File: src/rtl/cdb_arbiter.sv
// cdb_arbiter: Common Data Bus arbiter and broadcaster for the execute stage.
// Grants at most one functional unit per cycle (yumi), registers the winning
// packet onto the CDB one cycle later.
// Build option: define CDB_RR_EN for round-robin arbitration; when it is
// undefined the arbiter uses fixed priority (lowest index wins).

package cdb_pkg;
    typedef struct packed {
        logic        load_step1;
        logic [3:0]  dest_ROB_entry;
        logic [31:0] result;
        logic        branch_result;
        logic        from_memory;
    } CDB_packet_t;
endpackage

module cdb_arbiter
    import cdb_pkg::*;
#(
    parameter int unsigned NUM_FU = 4,
    parameter int unsigned PTR_W  = $clog2(NUM_FU)
) (
    input  logic              clk,
    input  logic              reset,
    input  logic [NUM_FU-1:0] fu_valid,
    input  CDB_packet_t       fu_pkt [NUM_FU],
    input  logic              flush,
    output logic [NUM_FU-1:0] fu_yumi,
    output logic              cdb_valid,
    output CDB_packet_t       cdb_out
);

    logic             grant;
    logic [PTR_W-1:0] winner;

`ifdef CDB_RR_EN
    logic [PTR_W-1:0] rr_ptr;

    // Round-robin search starting at rr_ptr, wrapping explicitly at NUM_FU
    always_comb begin
        int unsigned idx;
        grant  = 1'b0;
        winner = '0;
        idx    = 0;
        for (int unsigned k = 0; k < NUM_FU; k++) begin
            idx = 32'(rr_ptr) + k;
            if (idx >= NUM_FU) idx = idx - NUM_FU;
            if (!grant && fu_valid[idx[PTR_W-1:0]]) begin
                grant  = 1'b1;
                winner = idx[PTR_W-1:0];
            end
        end
        // Flush and reset suppress any grant
        if (flush || !reset) grant = 1'b0;
    end

    // Advance pointer past the winner on a grant; wrap at NUM_FU, not 2**PTR_W
    always_ff @(posedge clk or negedge reset) begin
        if (!reset) begin
            rr_ptr <= '0;
        end else if (grant) begin
            rr_ptr <= (winner == PTR_W'(NUM_FU - 1)) ? '0 : winner + 1'b1;
        end
    end
`else
    // Fixed priority: lowest valid index wins
    always_comb begin
        grant  = 1'b0;
        winner = '0;
        for (int unsigned i = 0; i < NUM_FU; i++) begin
            if (!grant && fu_valid[i[PTR_W-1:0]]) begin
                grant  = 1'b1;
                winner = i[PTR_W-1:0];
            end
        end
        // Flush and reset suppress any grant
        if (flush || !reset) grant = 1'b0;
    end
`endif

    // One-hot-or-zero yumi back to the winning unit
    always_comb begin
        fu_yumi = '0;
        if (grant) fu_yumi[winner] = 1'b1;
    end

    // Broadcast register: capture winner's packet, hold payload when idle
    always_ff @(posedge clk or negedge reset) begin
        if (!reset) begin
            cdb_valid <= 1'b0;
            cdb_out   <= '0;
        end else begin
            cdb_valid <= grant;
            if (grant) cdb_out <= fu_pkt[winner];
        end
    end

endmodule

File: config.mk
export PLATFORM = sky130hd
export DESIGN_NAME = cdb_arbiter
export DESIGN_NICKNAME = d
export VERILOG_FILES = /design/src/rtl/cdb_arbiter.sv
export SDC_FILE = /design/constraint.sdc
export NUM_CORES = 1
export LEC_CHECK = 0
export CAP_MARGIN = 10
export CORE_AREA = 2 2 122 124
export CTS_BUF_LIST = sky130_fd_sc_hd__clkbuf_4
export DETAILED_ROUTE_END_ITERATION = 8
export DIE_AREA = 0 0 124 126
export GPL_TIMING_DRIVEN = 0
export HOLD_SLACK_MARGIN = 0.03
export SYNTH_ARGS = -nofsm -noshare
export SYNTH_HDL_FRONTEND = slang
export SYNTH_SLANG_ARGS = --single-unit
File: constraint.sdc
create_clock -name clk -period 1.4 [get_ports clk]
set_input_delay 0.21 -clock clk [delete_from_list [all_inputs] [get_ports clk]]
set_output_delay 0.21 -clock clk [all_outputs]
set_load 0.02 [all_outputs]
==> results.cfg, run 1 <==
[status]
status = finished clean

[floorplan]
row_count = 44
initial_core_util_pct = 24.71
io_pins = 207
dieArea_mm2 = 0.01562
die_x_um = 124
fp.dieH_um = 126
core_area_mm2 = 0.01431

[worst_setup_path]
end_kind = output port
reg2reg_slack_ns = 0.66
required_ns = 1.19
crit_type = input port to output port
cp-start-kind = input port
worstPathArrival_ns = 1.15
cp_max_fo = 5

[timing]
slew_violations = 0
hold_violations = 0
fmax_ghz = 0.7353
finClkSkew_ns = 0
fin_crit_ns = 1.360
setup_viol = 0
finalCritPeriodShare_pct = 97.14
slew_headroom_pct = 60.97
worst_slew_pin_slew_ns = 0.5854

[clocking]
htreeDepth = 2
cts_tree = built
root_buffer = clkbuf_4
numCtsBuffers = 5
clkLatencyLatePin_ns = 0.34
cts_max_path_buffers = 2
clkTransAtPathRegs_ns = 0.12
cts_sinks = 40

[synth]
avgSynthCellArea_um2 = 7.791
syn_nets = 617
ys_ff_latch = 40
synthTopCellsByArea = dfrtp_1, a21oi_1, and3b_1, a22o_1, nand3b_1
syn_inst = 454
synth.largest_area_cell = dfrtp_1
yosysMostFrequentCell = a21oi_1
synth.cells.most_frequent = a21oi_1, clkbuf_1, and3b_1, dfrtp_1, nor2b_1
ys_types = 19
async_flop_share_pct = 100.0
synth_warnings = 0
synth_top_area_share_pct = 28.30
syn_area_mm2 = 0.003537
yosysSeqAreaShare_pct = 28.30
synth-edff-count = 0
ys.flop_type = dfrtp_1

[job]
max_cap_viol_count = 0

[detailed_routing]
drt_pass1_iterations = 4
drt_iter0_drc = 210
vias_per_cell = 5.005
ant_nets = 0
vias = 4309
wl_per_cell_um = 17.92
wirelength_um = 15430
drc = 0

[global_route]
antenna_found_initial = 1
grt_pass1_wl_um = 23600
grt-ovfl-total = 0
grtUsageTotal_pct = 19.56
grt_max_degree = 20
grt_pass1_vias = 4538

[final_layout]
area.growth.synth_to_final_pct = 71.42
design_area_mm2 = 0.006063
multiInputGateArea_mm2 = 0.002195
num-fill-cells = 1492
final_nets = 839
regArea_mm2 = 0.001001
final_cell_count_no_fill = 861
drive_gt1_share_pct = 8.580

[min_path]
hold_class = input port to asynchronous set/reset pin

[placed_design]
finalWeightedCongestion = 0.7623
dpl_cell_area_mm2 = 0.005859
port_buffers = 204
dp_hpwl_um = 11380
dp.cells = 843

[pwr]
power_density_mw_per_mm2 = 643.6
ir_worst_vdd_v = 0.0002154
cellLeakagePower_nw = 2.555
-- per-stage QoR --
stage	hold slack, ns	power, mW	utilization (%)	setup TNS [ns]	worst slack (ns)
floorplan	-0.08559	2.329	-	-3.170	-0.1186
global placement	0.5306	3.417	40.83	-135.20	-2.884
finish	0.2094	3.902	42.36	0	0.04004
global route	0.1791	4.161	42.36	-0.002164	-0.002164
detailed placement	0.03605	3.444	40.94	-41.78	-1.374
CTS	0.2003	3.943	42.23	0	0.01224
-- layout make-up --
cell class                 instances  area share (%)
multi-input combinational        321           36.19
timing repair buffer             215           34.77
sequential                        40           16.51
buffer                            54           5.530
tap                              184           3.797
inverter                          39           2.414
clock buffer                       5          0.6191
clock inverter                     2          0.1238
antenna                            1         0.04127
-- layout by cell type (no fill, tap or decap) --
master	n
clkdlybuf4s15_1	1
clkbuf_8	3
nor2b_2	1
and2_1	1
buf_12	1
nand3b_1	39
nor2_4	1
a31oi_4	1
and3_4	1
a22o_1	39
clkbuf_1	31
a31oi_2	5
a21oi_2	6
buf_2	3
inv_1	39
or4_1	1
dfrtp_1	40
nor2b_1	39
clkinv_1	2
a31oi_1	33
dlygate4sd2_1	40
clkbuf_16	1
buf_6	10
and2_4	1
nor2_1	1
buf_8	1
and4b_1	1
o21ai_0	39
bufbuf_16	1
and3b_1	40
diode_2	1
clkbuf_2	7
buf_1	1
dlygate4sd3_1	3
clkbuf_4	7
clkdlybuf4s50_1	156
a21oi_1	72
buf_4	8
-- sequential cells by signal, indices dropped and copies added, names as in the netlist --
signal / cells
cdb_out: 39
cdb_valid: 1
-- kinds of logic after synthesis --
family,count (synthesis),share of synthesized area (%)
AND/OR/NAND/NOR,126,26.49
flip-flops,40,28.30
AO/OA/AOI/OAI,195,33.99
buffers and inverters,93,11.21
-- what timing repair did --
item                       CTS  global route
setup buffers                6             0
hold endpoints to repair    40            19
setup endpoints to repair   84            48
pin swaps                    1             0
hold buffers                 3             1
resized for setup           99            11
gates cloned                 1             0
-- critical path, stage by stage --
cell and delay, ns:
buf_6 0.11, buf_12 0.12, nor2b_2 0.14, clkbuf_8 0.15, clkbuf_16 0.14, and3_4 0.16
buf_6 0.12
-- where the power goes --
group          internal, mW  total, mW  switching (mW)
logic                 0.982       1.90           0.916
clock network         0.176      0.567           0.390
registers              1.34       1.44           0.101
total                  2.50       3.90            1.41
-- worst paths after layout --
kind,start,endpoint,cells after the start
max,reset,fu_yumi[2],7
min,reset,cdb_out[38]$_DFFE_PN0P_,2
max reg2reg,cdb_out[8]$_DFFE_PN0P_,cdb_out[8]$_DFFE_PN0P_,2
min reg2reg,cdb_out[18]$_DFFE_PN0P_,cdb_out[18]$_DFFE_PN0P_,2
max in group asynchronous,reset,cdb_out[2]$_DFFE_PN0P_,4
min in group clk,fu_valid[1],cdb_out[17]$_DFFE_PN0P_,5
-- per-layer routing --
layer / global-route usage (%) / vias to the layer above / share of wire [%]
met2: 34.10 / 179 / 50
met3: 4.167 / 16 / 7.0
li1: - / 2081 / -
met4: 5.552 / 0 / 1.3
met1: 24.06 / 2033 / 42
met5: 0 / - / 0
No activity file was read; power rests on OpenSTA's default activity.
==> run 2, diff against run 1 <==
==> constraint.sdc (replaced) <==
create_clock -name clk -period 1.4 [get_ports clk]
set_input_delay 0.42 -clock clk [delete_from_list [all_inputs] [get_ports clk]]
set_output_delay 0.42 -clock clk [all_outputs]
set_load 0.02 [all_outputs]
==> results.cfg, run 2 (synthesized netlist as in run 1, its figures left out) <==
[worst_setup_path]
crit_family = buffers and inverters
crit_chain = buf_8 -> buf_8 -> clkbuf_16 -> and4b_2 -> buf_6
end_kind = output port
cpMostUsedCell = buf_8
crit_type = input port to output port
cp_max_fo = 7
worstPathArrival_ns = 1.18
critPathSlowestCell = and4b_2
required_ns = 0.98
cp-start-kind = input port
max_stage_delay_ns = 0.27
cp_num_buf_inv = 4

[final_layout]
area.growth.synth_to_final_pct = 80.40
largest_register_ffs = 39
num-fill-cells = 1465
regMostFlops = cdb_out
final_nets = 859
design_area_mm2 = 0.006381
fin_util_pct = 44.58
drive_gt1_share_pct = 21.81
layout_commonest_cell = clkdlybuf4s50_1
reg.largest.list = cdb_out (39), cdb_valid (1)
final_cell_mix = clkdlybuf4s50_1, a21oi_1, dfrtp_1

[timing]
setup_viol = 13
fin_crit_ns = 1.600
finalCritPeriodShare_pct = 114.3
worst_slew_pin_slew_ns = 0.6289
slew_violations = 0
hold_violations = 0
slew_headroom_pct = 58.07
hold-worst-slack_ns = 0.4750
fmax_ghz = 0.6250
fin_ws_ns = -0.2000
finClkSkew_ns = 0
rsz0062_at_grt = true

[global_route]
grtUsageTotal_pct = 19.74
grt_pass1_wl_um = 23670
antenna_found_initial = 1
grt_max_degree = 20
grt-ovfl-total = 0
grt_pass1_vias = 4535

[clocking]
cts_tree = built
cts_max_path_buffers = 2
cts_sinks = 40
htreeDepth = 2
clkTransAtPathRegs_ns = 0.12
root_buffer = clkbuf_4
clkLatencyLatePin_ns = 0.36
numCtsBuffers = 5

[pwr]
cellLeakagePower_nw = 2.742
ir_worst_vdd_v = 0.0002797
p_total_mw = 4.211
power_density_mw_per_mm2 = 659.9

[placed_design]
dpl_cell_area_mm2 = 0.005886
finalWeightedCongestion = 0.8049
port_buffers = 204
dp_slack_ns = -1.395
dp_hpwl_um = 11500

[floorplan]
io_pins = 207
fp.dieH_um = 126
initial_core_util_pct = 24.71
dieArea_mm2 = 0.01562
row_count = 44
core_area_mm2 = 0.01431
die_x_um = 124

[detailed_routing]
drt_pass1_iterations = 4
wirelength_um = 16030
wl_per_cell_um = 18.18
vias_per_cell = 4.913
ant_nets = 0
drt_iter0_drc = 195
vias = 4333
drc = 0

[status]
status = finished with violations
violations = setup timing

[min_path]
hold_class = input port to asynchronous set/reset pin

[job]
max_cap_viol_count = 0
[run 2: worst paths after layout]
check                                        start                      end  slack (ns)  cells past startpoint
setup / recovery                       fu_valid[0]               fu_yumi[3]       -0.20                      5
hold / removal                               reset  cdb_out[20]$_DFFE_PN0P_        0.47                      3
setup reg to reg           cdb_out[14]$_DFFE_PN0P_  cdb_out[14]$_DFFE_PN0P_        0.58                      3
hold reg to reg             cdb_out[1]$_DFFE_PN0P_   cdb_out[1]$_DFFE_PN0P_        0.56                      2
max in group asynchronous                    reset   cdb_out[1]$_DFFE_PN0P_        0.49                      4
min in group clk                             flush   cdb_out[9]$_DFFE_PN0P_        0.53                      5
[run 2: stage by stage]
step	TNS [ns]	instances
after global routing	-0.9795	882
after detailed placement	-43.23	843
after floorplan	-11.39	454
after CTS	-1.235	862
final	-0.7867	882
after global placement	-146.41	842
[run 2: area by class of cell]
| type | instances | area (µm²) | area share, % |
|---|---|---|---|
| Antenna cell | 1 | 2.502 | 0.03922 |
| Buffer | 50 | 371.6 | 5.824 |
| Clock buffer | 7 | 52.55 | 0.8235 |
| Clock inverter | 1 | 3.754 | 0.05882 |
| Inverter | 39 | 146.4 | 2.294 |
| Multi-Input combinational cell | 321 | 2311 | 36.22 |
| Sequential cell | 40 | 1001 | 15.69 |
| Tap cell | 184 | 230.2 | 3.608 |
| Timing Repair Buffer | 239 | 2262 | 35.45 |
[run 2: worst register-to-register path, stage by stage (launching register included)]
cell	delay (ns)
dfrtp_1	0.41
buf_4	0.14
a21oi_2	0.11
a31oi_2	0.05
[run 2: report_power, final]
group | internal [mW] | switching [mW] | leakage (nW)
combinational | 1.14 | 0.986 | 2.27
sequential | 1.34 | 0.112 | 0.436
clock | 0.232 | 0.406 | 0.0338
total | 2.71 | 1.50 | 2.74
[run 2: what timing repair did]
item                                    in CTS  in global routing
pin swaps                                    4                 12
gates cloned                                 2                  1
resized for setup                          245                 62
hold endpoints to repair                     3                 18
buffers inserted                            11                 19
hold buffers                                 1                  1
endpoints found under the setup margin      84                 47
[run 2: metal layers]
metal | GRT usage (%) | wire length [µm] | share of wire, %
met1 | 24.06 | 6855 | 43
met2 | 34.03 | 7885 | 49
met3 | 4.121 | 1008 | 6.3
met4 | 7.006 | 284 | 1.8
met5 | 0 | 0 | 0
==> run 3, diff against run 2 <==
--- a/config.mk
+++ b/config.mk
@@ -12,6 +12,7 @@
 export DIE_AREA = 0 0 124 126
 export GPL_TIMING_DRIVEN = 0
 export HOLD_SLACK_MARGIN = 0.03
+export SETUP_SLACK_MARGIN = 0.1
 export SYNTH_ARGS = -nofsm -noshare
 export SYNTH_HDL_FRONTEND = slang
 export SYNTH_SLANG_ARGS = --single-unit
==> results.cfg, run 3 (synthesized netlist as in run 1, its figures left out) <==
[detailed_routing]
drc = 0
wl_per_cell_um = 18.25
drt_iter0_drc = 186
ant_nets = 0
vias = 4485
wirelength_um = 16750
vias_per_cell = 4.886
drt_pass1_iterations = 4

[pwr]
ir_worst_vdd_v = 0.0002739
power_density_mw_per_mm2 = 667.3
cellLeakagePower_nw = 3.060
p_total_mw = 4.863

[worst_setup_path]
max_stage_delay_ns = 0.27
reg2reg_slack_ns = 0.43
cp_max_fo = 7
critPathSlowestCell = and4b_2
cpMostUsedCell = buf_8
cp-start-kind = input port
r2r_cells = 4
required_ns = 0.98
reg2reg_to = cdb_out[28]$_DFFE_PN0P_
crit_end = fu_yumi[3]
worstPathArrival_ns = 1.18
r2r_start = cdb_out[28]$_DFFE_PN0P_
crit_type = input port to output port
cp-startpoint = fu_valid[0]
end_kind = output port
crit_chain = buf_8 -> buf_8 -> clkbuf_16 -> and4b_2 -> buf_6

[job]
max_cap_viol_count = 0

[placed_design]
port_buffers = 204
finalWeightedCongestion = 0.8049
dp_slack_ns = -1.395
dpl_cell_area_mm2 = 0.005886
dp_hpwl_um = 11500

[final_layout]
largest_register_ffs = 39
area.growth.synth_to_final_pct = 106.0
fin_util_pct = 50.92
regMostFlops = cdb_out
design_area_mm2 = 0.007288
regArea_mm2 = 0.001001
final_nets = 895
num-fill-cells = 1371
drive_gt1_share_pct = 29.06
final_cell_mix = clkdlybuf4s50_1, buf_4, buf_6, a21oi_1, dfrtp_1
layout_commonest_cell = clkdlybuf4s50_1
multiInputGateArea_mm2 = 0.002649
reg.largest.list = cdb_out (39), cdb_valid (1)

[timing]
hold_violations = 0
fmax_ghz = 0.6246
slew_headroom_pct = 56.87
finalCritPeriodShare_pct = 114.4
setup_viol = 35
rsz0062_at_grt = true
fin_ws_ns = -0.2011
finClkSkew_ns = 0
fin_crit_ns = 1.601
hold-worst-slack_ns = 0.4829
slew_violations = 0
worst_slew_pin_slew_ns = 0.6470

[global_route]
grtUsageTotal_pct = 20.63
grt_pass1_vias = 4704
grt-ovfl-total = 0
grt_pass1_wl_um = 24650
antenna_found_initial = 1
grt_max_degree = 20

[clocking]
clkTransAtPathRegs_ns = 0.12
clkLatencyLatePin_ns = 0.36
cts_max_path_buffers = 2
numCtsBuffers = 5
htreeDepth = 2
cts_tree = built
cts_sinks = 40
root_buffer = clkbuf_4

[status]
status = finished with violations
violations = setup timing

[floorplan]
core_area_mm2 = 0.01431
fp.dieH_um = 126
die_x_um = 124
io_pins = 207
dieArea_mm2 = 0.01562
row_count = 44
initial_core_util_pct = 24.71

[min_path]
hold_class = input port to asynchronous set/reset pin
## run 3: cell count changes in the layout (fill, tap and decap cells not counted), moves of 6 or more
| cell | previous run | this run |
|---|---|---|
| buf_2 | 34 | 2 |
| a21oi_1 | 64 | 47 |
| buf_6 | 21 | 49 |
| buf_4 | 27 | 57 |
| a31oi_1 | 29 | 18 |
| a31oi_4 | 3 | 17 |
| a21oi_4 | 3 | 14 |
| a21oi_2 | 11 | 17 |
## run 3: how the worst min path moves through the flow
stage / from / end / slack, ns / cells after the start
after detailed placement: reset / cdb_out[20]$_DFFE_PN0P_ / 0.25 / 1
final: reset / cdb_out[20]$_DFFE_PN0P_ / 0.48 / 3
after CTS: reset / cdb_out[15]$_DFFE_PN0P_ / 0.08 / 3
after global routing: reset / cdb_out[20]$_DFFE_PN0P_ / 0.46 / 3
after global placement: cdb_out[33]$_DFFE_PN0P_ / cdb_out[33]$_DFFE_PN0P_ / 0.53 / 2
after floorplan: reset / cdb_out[0]$_DFFE_PN0P_ / 0.12 / 0
## run 3: final cells by class
class,instances,share of cell area [%]
well taps,184,3.159
clock buffers,7,0.7210
flip-flops and latches,40,13.73
clock inverters,1,0.05150
diodes,1,0.03433
multi-input cells,321,36.34
inverters,39,2.009
repair buffers,275,38.44
plain buffers,50,5.511
## run 3: repair_timing
action	CTS	global route
setup endpoints to repair	84	84
pin swaps	16	19
hold endpoints to repair	3	18
gates resized for setup	366	65
buffers inserted	38	27
gates cloned	7	0
hold buffers	1	1
## run 3: routing by layer
layer	track usage (%)	routed length, µm	part of all wire, %
met5	0	0	0
met4	6.345	261	1.6
met3	4.620	1082	6.5
met2	36.20	8440	50
met1	24.84	6966	42
## run 3: power breakdown
group	internal, mW	switching, mW
sequential	1.34	0.136
clock	0.232	0.417
combinational	1.58	1.16
total	3.15	1.71
## run 3: critical path: cells and delay by family
family	cells	cell delay [ns]
buffers and inverters	4	0.48
and+or+nand+nor	1	0.27
## run 3: per-stage QoR
step,setup TNS [ns],cells
after floorplan,-11.39,454
after global placement,-146.41,842
after detailed placement,-43.23,843
after CTS,-3.558,896
after global routing,-2.891,918
final,-2.684,918
